## config.mk

```make
export PLATFORM = sky130hd
export DESIGN_NAME = bram_stream_reader
export DESIGN_NICKNAME = d
export VERILOG_FILES = /design/src/rtl/bram_stream_reader.sv
export SDC_FILE = /design/constraint.sdc
export NUM_CORES = 1
export LEC_CHECK = 0
export CORE_UTILIZATION = 40
export DETAILED_ROUTE_END_ITERATION = 10
export HOLD_SLACK_MARGIN = 0.1
export PLACE_DENSITY = 0.67
export SYNTH_ARGS = -nofsm -noshare
export SYNTH_HDL_FRONTEND = slang
export SYNTH_SLANG_ARGS = --single-unit
```

## constraint.sdc

```tcl
create_clock -name clk -period 3.6 [get_ports clk]
set_input_delay 0.54 -clock clk [delete_from_list [all_inputs] [get_ports clk]]
set_output_delay 0.54 -clock clk [all_outputs]
set_load 0.005 [all_outputs]
```

## src/rtl/bram_stream_reader.sv

```systemverilog
// bram_stream_reader
// Walks a contiguous range of a 1-cycle-latency block RAM and presents the
// words as a valid/ready stream with a last flag. A two-entry skid buffer
// absorbs the RAM latency so the consumer may stall on any cycle.
module bram_stream_reader #(
    parameter int MEMWIDTH  = 10,
    parameter int DATAWIDTH = 32
) (
    input  logic                 clk,
    input  logic                 rst,
    input  logic                 start,
    input  logic [MEMWIDTH-1:0]  base_addr,
    input  logic [MEMWIDTH:0]    length,
    output logic                 busy,
    output logic                 done,
    output logic [MEMWIDTH-1:0]  raddr,
    input  logic [DATAWIDTH-1:0] rdata,
    output logic [DATAWIDTH-1:0] m_data,
    output logic                 m_valid,
    input  logic                 m_ready,
    output logic                 m_last
);

    typedef enum logic [1:0] {
        IDLE   = 2'd0,
        READ   = 2'd1,
        FINISH = 2'd2
    } state_t;

    localparam logic [MEMWIDTH:0]   CNT_ONE = {{MEMWIDTH{1'b0}}, 1'b1};
    localparam logic [MEMWIDTH-1:0] PTR_ONE = {{(MEMWIDTH-1){1'b0}}, 1'b1};

    state_t                state_reg;
    state_t                state_next;

    // Burst bookkeeping; counters are one bit wider than the address so that
    // a full-memory burst (length = 2**MEMWIDTH) is representable.
    logic [MEMWIDTH-1:0]   ptr_reg;
    logic [MEMWIDTH:0]     len_reg;
    logic [MEMWIDTH:0]     issued_reg;
    logic [MEMWIDTH:0]     accepted_reg;

    // Set on the cycle whose RAM output carries a word we asked for.
    logic                  inflight_reg;

    // Two-entry output buffer, circular with head/tail pointers.
    logic [DATAWIDTH-1:0]  buf_mem [0:1];
    logic                  buf_head_reg;
    logic                  buf_tail_reg;
    logic [1:0]            buf_count_reg;

    logic                  start_accept;
    logic                  issue;
    logic                  pop;
    logic                  buf_wr;
    logic                  last_word;
    logic [2:0]            occupancy;

    assign start_accept = (state_reg == IDLE) && start;
    assign m_valid      = (buf_count_reg != 2'd0);
    assign m_data       = buf_mem[buf_head_reg];
    assign pop          = m_valid && m_ready;
    assign buf_wr       = inflight_reg;
    assign last_word    = ((accepted_reg + CNT_ONE) == len_reg);
    assign m_last       = m_valid && last_word;
    assign raddr        = ptr_reg;
    assign busy         = (state_reg == READ) || (state_reg == FINISH);
    assign done         = (state_reg == FINISH);

    // Words already buffered plus the one arriving from the RAM this cycle.
    assign occupancy    = {1'b0, buf_count_reg} + {2'b00, inflight_reg};

    // Issue a read only when the buffer is guaranteed a free slot when the
    // word lands: at most one slot committed, or a slot is freed right now.
    assign issue = (state_reg == READ) && (issued_reg < len_reg) &&
                   ((occupancy <= 3'd1) || pop);

    // Next-state logic for the burst sequencer.
    always_comb begin
        state_next = state_reg;
        case (state_reg)
            IDLE: begin
                if (start) begin
                    if (length == '0) begin
                        state_next = FINISH;
                    end else begin
                        state_next = READ;
                    end
                end
            end
            READ: begin
                if (pop && m_last) begin
                    state_next = FINISH;
                end
            end
            FINISH: begin
                state_next = IDLE;
            end
            default: begin
                state_next = IDLE;
            end
        endcase
    end

    // State register.
    always_ff @(posedge clk) begin
        if (rst) begin
            state_reg <= IDLE;
        end else begin
            state_reg <= state_next;
        end
    end

    // Burst parameters and the read pointer, which wraps modulo the depth.
    always_ff @(posedge clk) begin
        if (rst) begin
            ptr_reg <= '0;
            len_reg <= '0;
        end else if (start_accept) begin
            ptr_reg <= base_addr;
            len_reg <= length;
        end else if (issue) begin
            ptr_reg <= ptr_reg + PTR_ONE;
        end
    end

    // Issued / accepted word counters, cleared at the start of each burst.
    always_ff @(posedge clk) begin
        if (rst) begin
            issued_reg   <= '0;
            accepted_reg <= '0;
        end else if (start_accept) begin
            issued_reg   <= '0;
            accepted_reg <= '0;
        end else begin
            if (issue) begin
                issued_reg <= issued_reg + CNT_ONE;
            end
            if (pop) begin
                accepted_reg <= accepted_reg + CNT_ONE;
            end
        end
    end

    // Remember that the RAM output next cycle belongs to this burst;
    // reset drops it, so a word in flight during reset is discarded.
    always_ff @(posedge clk) begin
        if (rst) begin
            inflight_reg <= 1'b0;
        end else begin
            inflight_reg <= issue;
        end
    end

    // Buffer storage: the returning RAM word goes into the tail slot.
    always_ff @(posedge clk) begin
        if (rst) begin
            for (int i = 0; i < 2; i++) begin
                buf_mem[i] <= '0;
            end
        end else if (buf_wr) begin
            buf_mem[buf_tail_reg] <= rdata;
        end
    end

    // Buffer pointers and fill count.
    always_ff @(posedge clk) begin
        if (rst) begin
            buf_head_reg  <= 1'b0;
            buf_tail_reg  <= 1'b0;
            buf_count_reg <= 2'd0;
        end else begin
            if (buf_wr) begin
                buf_tail_reg <= ~buf_tail_reg;
            end
            if (pop) begin
                buf_head_reg <= ~buf_head_reg;
            end
            case ({buf_wr, pop})
                2'b10:   buf_count_reg <= buf_count_reg + 2'd1;
                2'b01:   buf_count_reg <= buf_count_reg - 2'd1;
                default: buf_count_reg <= buf_count_reg;
            endcase
        end
    end

    // A write into a full buffer would lose data; the issue rule forbids it.
    buf_no_overflow: assert property (@(posedge clk) disable iff (rst)
        !(buf_wr && (buf_count_reg == 2'd2)));

endmodule

```

==> results of run 1 <==
## per-stage QoR
| stage | setup slack, ns | std cells | power [uW] | util [%] | instance area [um^2] |
|---|---|---|---|---|---|
| after floorplan | 1.22 | 534 | 1880 | - | 5720 |
| after global placement | 0.600 | 797 | 2180 | 49.8 | 6940 |
| after detailed placement | 0.537 | 797 | 2200 | 49.8 | 6940 |
| after CTS | 0.0886 | 829 | 3880 | 54.0 | 7530 |
| after global routing | 0.0465 | 829 | 4010 | 54.1 | 7530 |
| final | 0.189 | 829 | 3850 | 54.1 | 7530 |
## timing repair
item	CTS	global route
resized for setup	0	1
setup buffers	0	0
endpoints found under the setup margin	0	1
## power by group
| part | switching [uW] | internal, uW | total (uW) |
|---|---|---|---|
| clock network | 590 | 1090 | 1680 |
| logic | 299 | 345 | 644 |
| registers | 53.4 | 1470 | 1520 |
| total | 943 | 2900 | 3850 |
## worst paths after layout
kind                                              startpoint                 endpoint  depth (start not counted)
worst max-delay path            accepted_reg[0]$_SDFFE_PP0P_                   m_last                          7
worst max register to register       len_reg[8]$_SDFFE_PP0P_    raddr[9]$_SDFFE_PP0P_                          9
worst min-delay path                 len_reg[8]$_SDFFE_PP0P_  len_reg[8]$_SDFFE_PP0P_                          2
worst min register to register       len_reg[8]$_SDFFE_PP0P_  len_reg[8]$_SDFFE_PP0P_                          2
## worst max-delay path: cells and delay by family (launching register included)
kind / cells / cell delay [ns]
mux: 1 / 0.27
buf+inv: 1 / 0.59
flops: 1 / 0.43
compound gates: 1 / 0.11
simple gates: 3 / 0.79
fa+ha+maj: 1 / 0.27
## kinds of logic (layout without fill, tap and decap cells)
logic type      after synthesis  count (layout)  synth area share (%)
flops                       115             115                  51.5
buf+inv                      45             160                  3.09
simple gates                214             214                  20.0
fa+ha+maj                    17              17                  3.72
xor+xnor                     32              32                  4.90
mux                          38              38                  7.38
compound gates               73              73                  9.43
## layout by cell type (no fill, tap or decap), types with 2 or more instances in the layout
| master | instances |
|---|---|
| clkdlybuf4s50_1 | 102 |
| and2_1 | 65 |
| edfxtp_1 | 64 |
| dfxtp_1 | 51 |
| nand2_1 | 48 |
| nor2_1 | 38 |
| mux2_2 | 33 |
| xnor2_1 | 24 |
| a21oi_1 | 24 |
| inv_1 | 18 |
| clkbuf_16 | 17 |
| ha_1 | 16 |
| a211oi_1 | 14 |
| nand3_1 | 12 |
| or3_1 | 9 |
| xor2_1 | 8 |
| buf_4 | 8 |
| o21ai_0 | 7 |
| nand4_1 | 5 |
| nor4_1 | 5 |
| mux2i_1 | 5 |
| clkinvlp_4 | 5 |
| nor3_1 | 4 |
| nor2b_1 | 4 |
| and3_1 | 4 |
| a21o_1 | 4 |
| or2_2 | 3 |
| a31oi_1 | 3 |
| and4_1 | 3 |
| nand2b_1 | 3 |
| a2111oi_2 | 3 |
| bufinv_16 | 3 |
| clkbuf_1 | 3 |
| nor3b_1 | 2 |
| o2111ai_2 | 2 |
| o211ai_1 | 2 |
| or4_1 | 2 |
| clkinv_4 | 2 |
## metal layers
| layer | share of wire (%) | up-vias | routed length [um] |
|---|---|---|---|
| met4 | 1.7 | 0 | 216 |
| li1 | - | 2101 | - |
| met2 | 50 | 98 | 6450 |
| met1 | 44 | 2066 | 5660 |
| met5 | 0 | - | 0 |
| met3 | 4.0 | 17 | 514 |
## final cells by class
type | instances | area, um^2
fill | 1225 | 6400
inverter | 18 | 67.6
timing repair buffer | 110 | 1080
sequential | 115 | 2940
tap | 180 | 225
multi-input combinational | 374 | 2620
clock inverter | 12 | 158
clock buffer | 20 | 437
==> results_dict.tcl, run 1 <==
set metrics [dict create \
    run_status "complete, no violations" \
    cp_slowest_stage_delay_ns 0.59 \
    dieHeight_um 122 \
    grt_pass1_wl_um 21100 \
    use_met1_pct 21.9 \
    r2r_slack_ns 1.07 \
    crit_fanout 7 \
    avgRoutedWirePerCell_um 15.5 \
    rows 43 \
    hpwl_um 8720 \
    cts_buffers 17 \
    dr.pass1.iters 4 \
    globalplace.congestion 0.892 \
    top_usage_layer "met2" \
    netlist_top_cells_area "edfxtp_1 (34%), dfxtp_1 (18%), and2_1 (7.1%), mux2_2 (6.5%), ha_1 (3.7%)" \
    largest_register_ffs 64 \
    vias 4282 \
    cap_viol_max_count 0 \
    synth_common_cells "and2_1 (65), edfxtp_1 (64), dfxtp_1 (51), nand2_1 (48), nor2_1 (38)" \
    tritoncts "done" \
    core_area_um2 13900 \
    grt_pass1_vias 4328 \
    timing.final.crit_period_ns 3.41 \
    critPathKind "flip-flop to output pin" \
    fin_skew_ns 0.00836 \
    area_delta_synth_final_pct 31.8 \
    final_hold_viol_count 0 \
    fin_nets 710 \
    path_clk_slew_ns 0.05 \
    drt_iter0_markers 185 \
    holdWs_ns 0.489 \
    syn_inst 534 \
    power.density_nw_per_um2 511 \
    ys_seq_elements 115 \
    postCtsHoldBufs 0 \
    top_register "buf_mem" \
    remaining_drc_errors 0 \
    postSynth.asyncResetShare_pct 0 \
    cp_data_arrival_time_ns 2.87 \
    syn_avg_cell_area_um2 10.7 \
    ys_seq_area_share_pct 51.5 \
    cp-start-kind "flip-flop" \
    ios 103 \
    synth-edff-count 64 \
    syn_nets 608 \
    p_leak_uw 0.00273 \
    synth_top_cell_area_share_pct 33.6 \
    required_ns 3.06 \
    grt_max_degree 39 \
    hold_path_class "flip-flop to flip-flop" \
    synthFlopType "edfxtp_1" \
    avgViaCountPerCell 5.17 \
    fin_crit_sh_pct 94.7 \
    setup_violations 0 \
    clock_latency_ns 0.41 \
    start_util_pct 41.0 \
    path_cells "ha_2, and4_2, nand2_1, mux2_2, a311oi_2, nor4_4, clkdlybuf4s50_1" \
    gr-usage-met2_pct 32.7 \
    synth_area_leader_cell "edfxtp_1" \
    yosysMostFrequentCell "and2_1" \
    drive_gt1_share_pct 14.0 \
    use_met3_pct 4.96 \
    end_kind "output pin" \
    ys_warn_count 0 \
    clockBufferDepth 2 \
    antenna_found_initial 0 \
    detail-route-antenna-nets 0 \
    grt-ovfl-total 0 \
    cts-root-buf "clkbuf_16" \
    maxSlewViolCount 0 \
    antennaDiodeCount 0 \
    clock.fmax_mhz 293 \
    relSlewSlack_pct 33.2 \
    htreeDepth 4 \
    portBuffers 102 \
    design.die.area_um2 14800 \
    vdd_drop_max_mv 0.443 \
    cts_sinks 115 \
    drt_wl_total_um 12800 \
    die_w_um 122 \
    finalSetupTns_ns 0 \
    rsz0062_at_grt "false" \
    syn_area_um2 5720 \
    slowest_stage "clkdlybuf4s50_1" \
    yosysUniqueCellTypes 54 \
    tightest_slew_ns 0.999 \
    grt.total_usage_pct 18.7 \
]
Note: power is estimated with default switching activity, not from simulation.
==> inputs of run 2 (changes only) <==
- SKIP_LAST_GASP: not set -> 1
==> results of run 2 <==
Final layout, timing and power as in run 1 (identical DEF).
==> inputs of run 3 (changes only) <==
- clock period: 3.6 -> 3.18 ns (I/O delays scaled with it)
==> run 3 against run 2 <==
  * Hold slack got worse by 0.0051 ns
  * Register-to-register slack got worse by 0.45 ns
  * Die area unchanged
  * Critical path type unchanged
  * Clock-buffer cell count increased by 2
  * Critical endpoint unchanged
  * Routed wire length about the same
  * Via count increased by 0.26%
  * Largest power group unchanged
  * Clock skew decreased by 0.0016 ns
  * Largest cell class unchanged
==> results_dict.tcl, run 3 (synthesized netlist as in run 1, its figures left out) <==
set metrics [dict create \
    final_util_pct 54.5 \
    avgRoutedWirePerCell_um 15.4 \
    tritoncts "done" \
    path_clk_slew_ns 0.05 \
    dpl.cell_count 799 \
    p_leak_uw 0.00279 \
    setup_violations 0 \
    clock_latency_ns 0.41 \
    finalSetupTns_ns 0 \
    relSlewSlack_pct 30.7 \
    cts-root-buf "clkbuf_16" \
    vias 4293 \
    run_status "complete, no violations" \
    portBuffers 102 \
    timing.final.crit_period_ns 2.93 \
    avgViaCountPerCell 5.16 \
    start_util_pct 41.0 \
    tightest_slew_ns 1.04 \
    ios 103 \
    r2r_slack_ns 0.62 \
    postCtsHoldBufs 0 \
    design.die.area_um2 14800 \
    drt_wl_total_um 12800 \
    fin_cells 832 \
    final_hold_viol_count 0 \
    rsz0062_at_grt "false" \
    dieHeight_um 122 \
    die_w_um 122 \
    cts_sinks 115 \
    critPathKind "flip-flop to output pin" \
    clockBufferDepth 2 \
    dr.pass1.iters 4 \
    dp_slack_ns 0.220 \
    clock.fmax_mhz 342 \
    power.density_nw_per_um2 595 \
    required_ns 2.70 \
    p_total_uw 4520 \
    fin_skew_ns 0.00681 \
    cap_viol_max_count 0 \
    fin_nets 713 \
    detail-route-antenna-nets 0 \
    area_delta_synth_final_pct 32.9 \
    final_cell_mix "clkdlybuf4s50_1 (101), and2_1 (65), edfxtp_1 (64)" \
    grt-ovfl-total 0 \
    vdd_drop_max_mv 0.357 \
    cp-start-kind "flip-flop" \
    rows 43 \
    globalplace.congestion 0.875 \
    antennaDiodeCount 0 \
    drive_gt1_share_pct 14.6 \
    hpwl_um 8780 \
    grt_pass1_vias 4271 \
    largest_register_ffs 64 \
    hold_path_class "flip-flop to flip-flop" \
    cts_buffers 17 \
    maxSlewViolCount 0 \
    crit_fanout 7 \
    fin_crit_sh_pct 92.0 \
    grt.total_usage_pct 18.3 \
    htreeDepth 4 \
    grt_max_degree 33 \
    layout_setup_ws_ns 0.255 \
    drt_iter0_markers 209 \
    grt_pass1_wl_um 20600 \
    cp_data_arrival_time_ns 2.45 \
    core_area_um2 13900 \
    end_kind "output pin" \
    final_common_cell "clkdlybuf4s50_1" \
    top_register "buf_mem" \
    remaining_drc_errors 0 \
    antenna_found_initial 0 \
]
-- run 3: cell types whose count changed in the layout (fill, tap and decap cells not counted), sizes merged --
| cell | change |
|---|---|
| clkinvlp | -4 |
| clkdlybuf4s50 | -1 |
| clkinv | +1 |
| dlygate4sd2 | +1 |
| inv | -1 |
| clkbuf | +2 |
| bufinv | +2 |
| buf | +3 |
-- run 3: what timing repair did --
item / 4_1_cts / 5_1_grt
setup buffers: 1 / 0
setup endpoints to repair: 1 / 0
gates resized for setup: 3 / 0
-- run 3: per-stage QoR --
stage	instance area (um^2)	hold slack, ns
6_report	7600	0.484
5_1_grt	7600	0.511
4_1_cts	7600	0.489
3_5_place_dp	6950	0.482
3_3_place_gp	6950	0.471
2_1_floorplan	5720	0.450
-- run 3: layer usage --
metal	vias up	GRT usage [%]	share of wire [%]	routed length, um
met2	108	32.1	50	6430
met5	-	0	0	0
met1	2054	21.1	43	5570
met4	0	8.56	2.3	293
met3	24	4.21	4.1	531
li1	2107	-	-	-
-- run 3: worst paths after layout --
path	start	endpoint	depth (start not counted)
max	accepted_reg[1]$_SDFFE_PP0P_	m_last	7
min	len_reg[7]$_SDFFE_PP0P_	len_reg[7]$_SDFFE_PP0P_	2
max reg2reg	len_reg[8]$_SDFFE_PP0P_	raddr[9]$_SDFFE_PP0P_	9
min reg2reg	len_reg[7]$_SDFFE_PP0P_	len_reg[7]$_SDFFE_PP0P_	2
-- run 3: area by class of cell --
type	instances	area (um^2)
inverter	18	67.6
tap	180	225
clock inverter	10	181
timing repair buffer	113	1100
sequential	115	2940
fill	1207	6340
multi-input combinational	374	2620
clock buffer	22	454
-- run 3: report_power, final --
group,total (uW),internal (uW),switching (uW)
clock network,2060,1410,651
registers,1730,1670,60.6
logic,733,394,339
-- run 3: critical path, stage by stage, from the launching register on --
cell and delay [ns]:
dfxtp_1 0.39, ha_2 0.26, and4_2 0.29, nand2_1 0.12, mux2_2 0.31, a311oi_2 0.31
nor4_4 0.09, dlygate4sd2_1 0.27
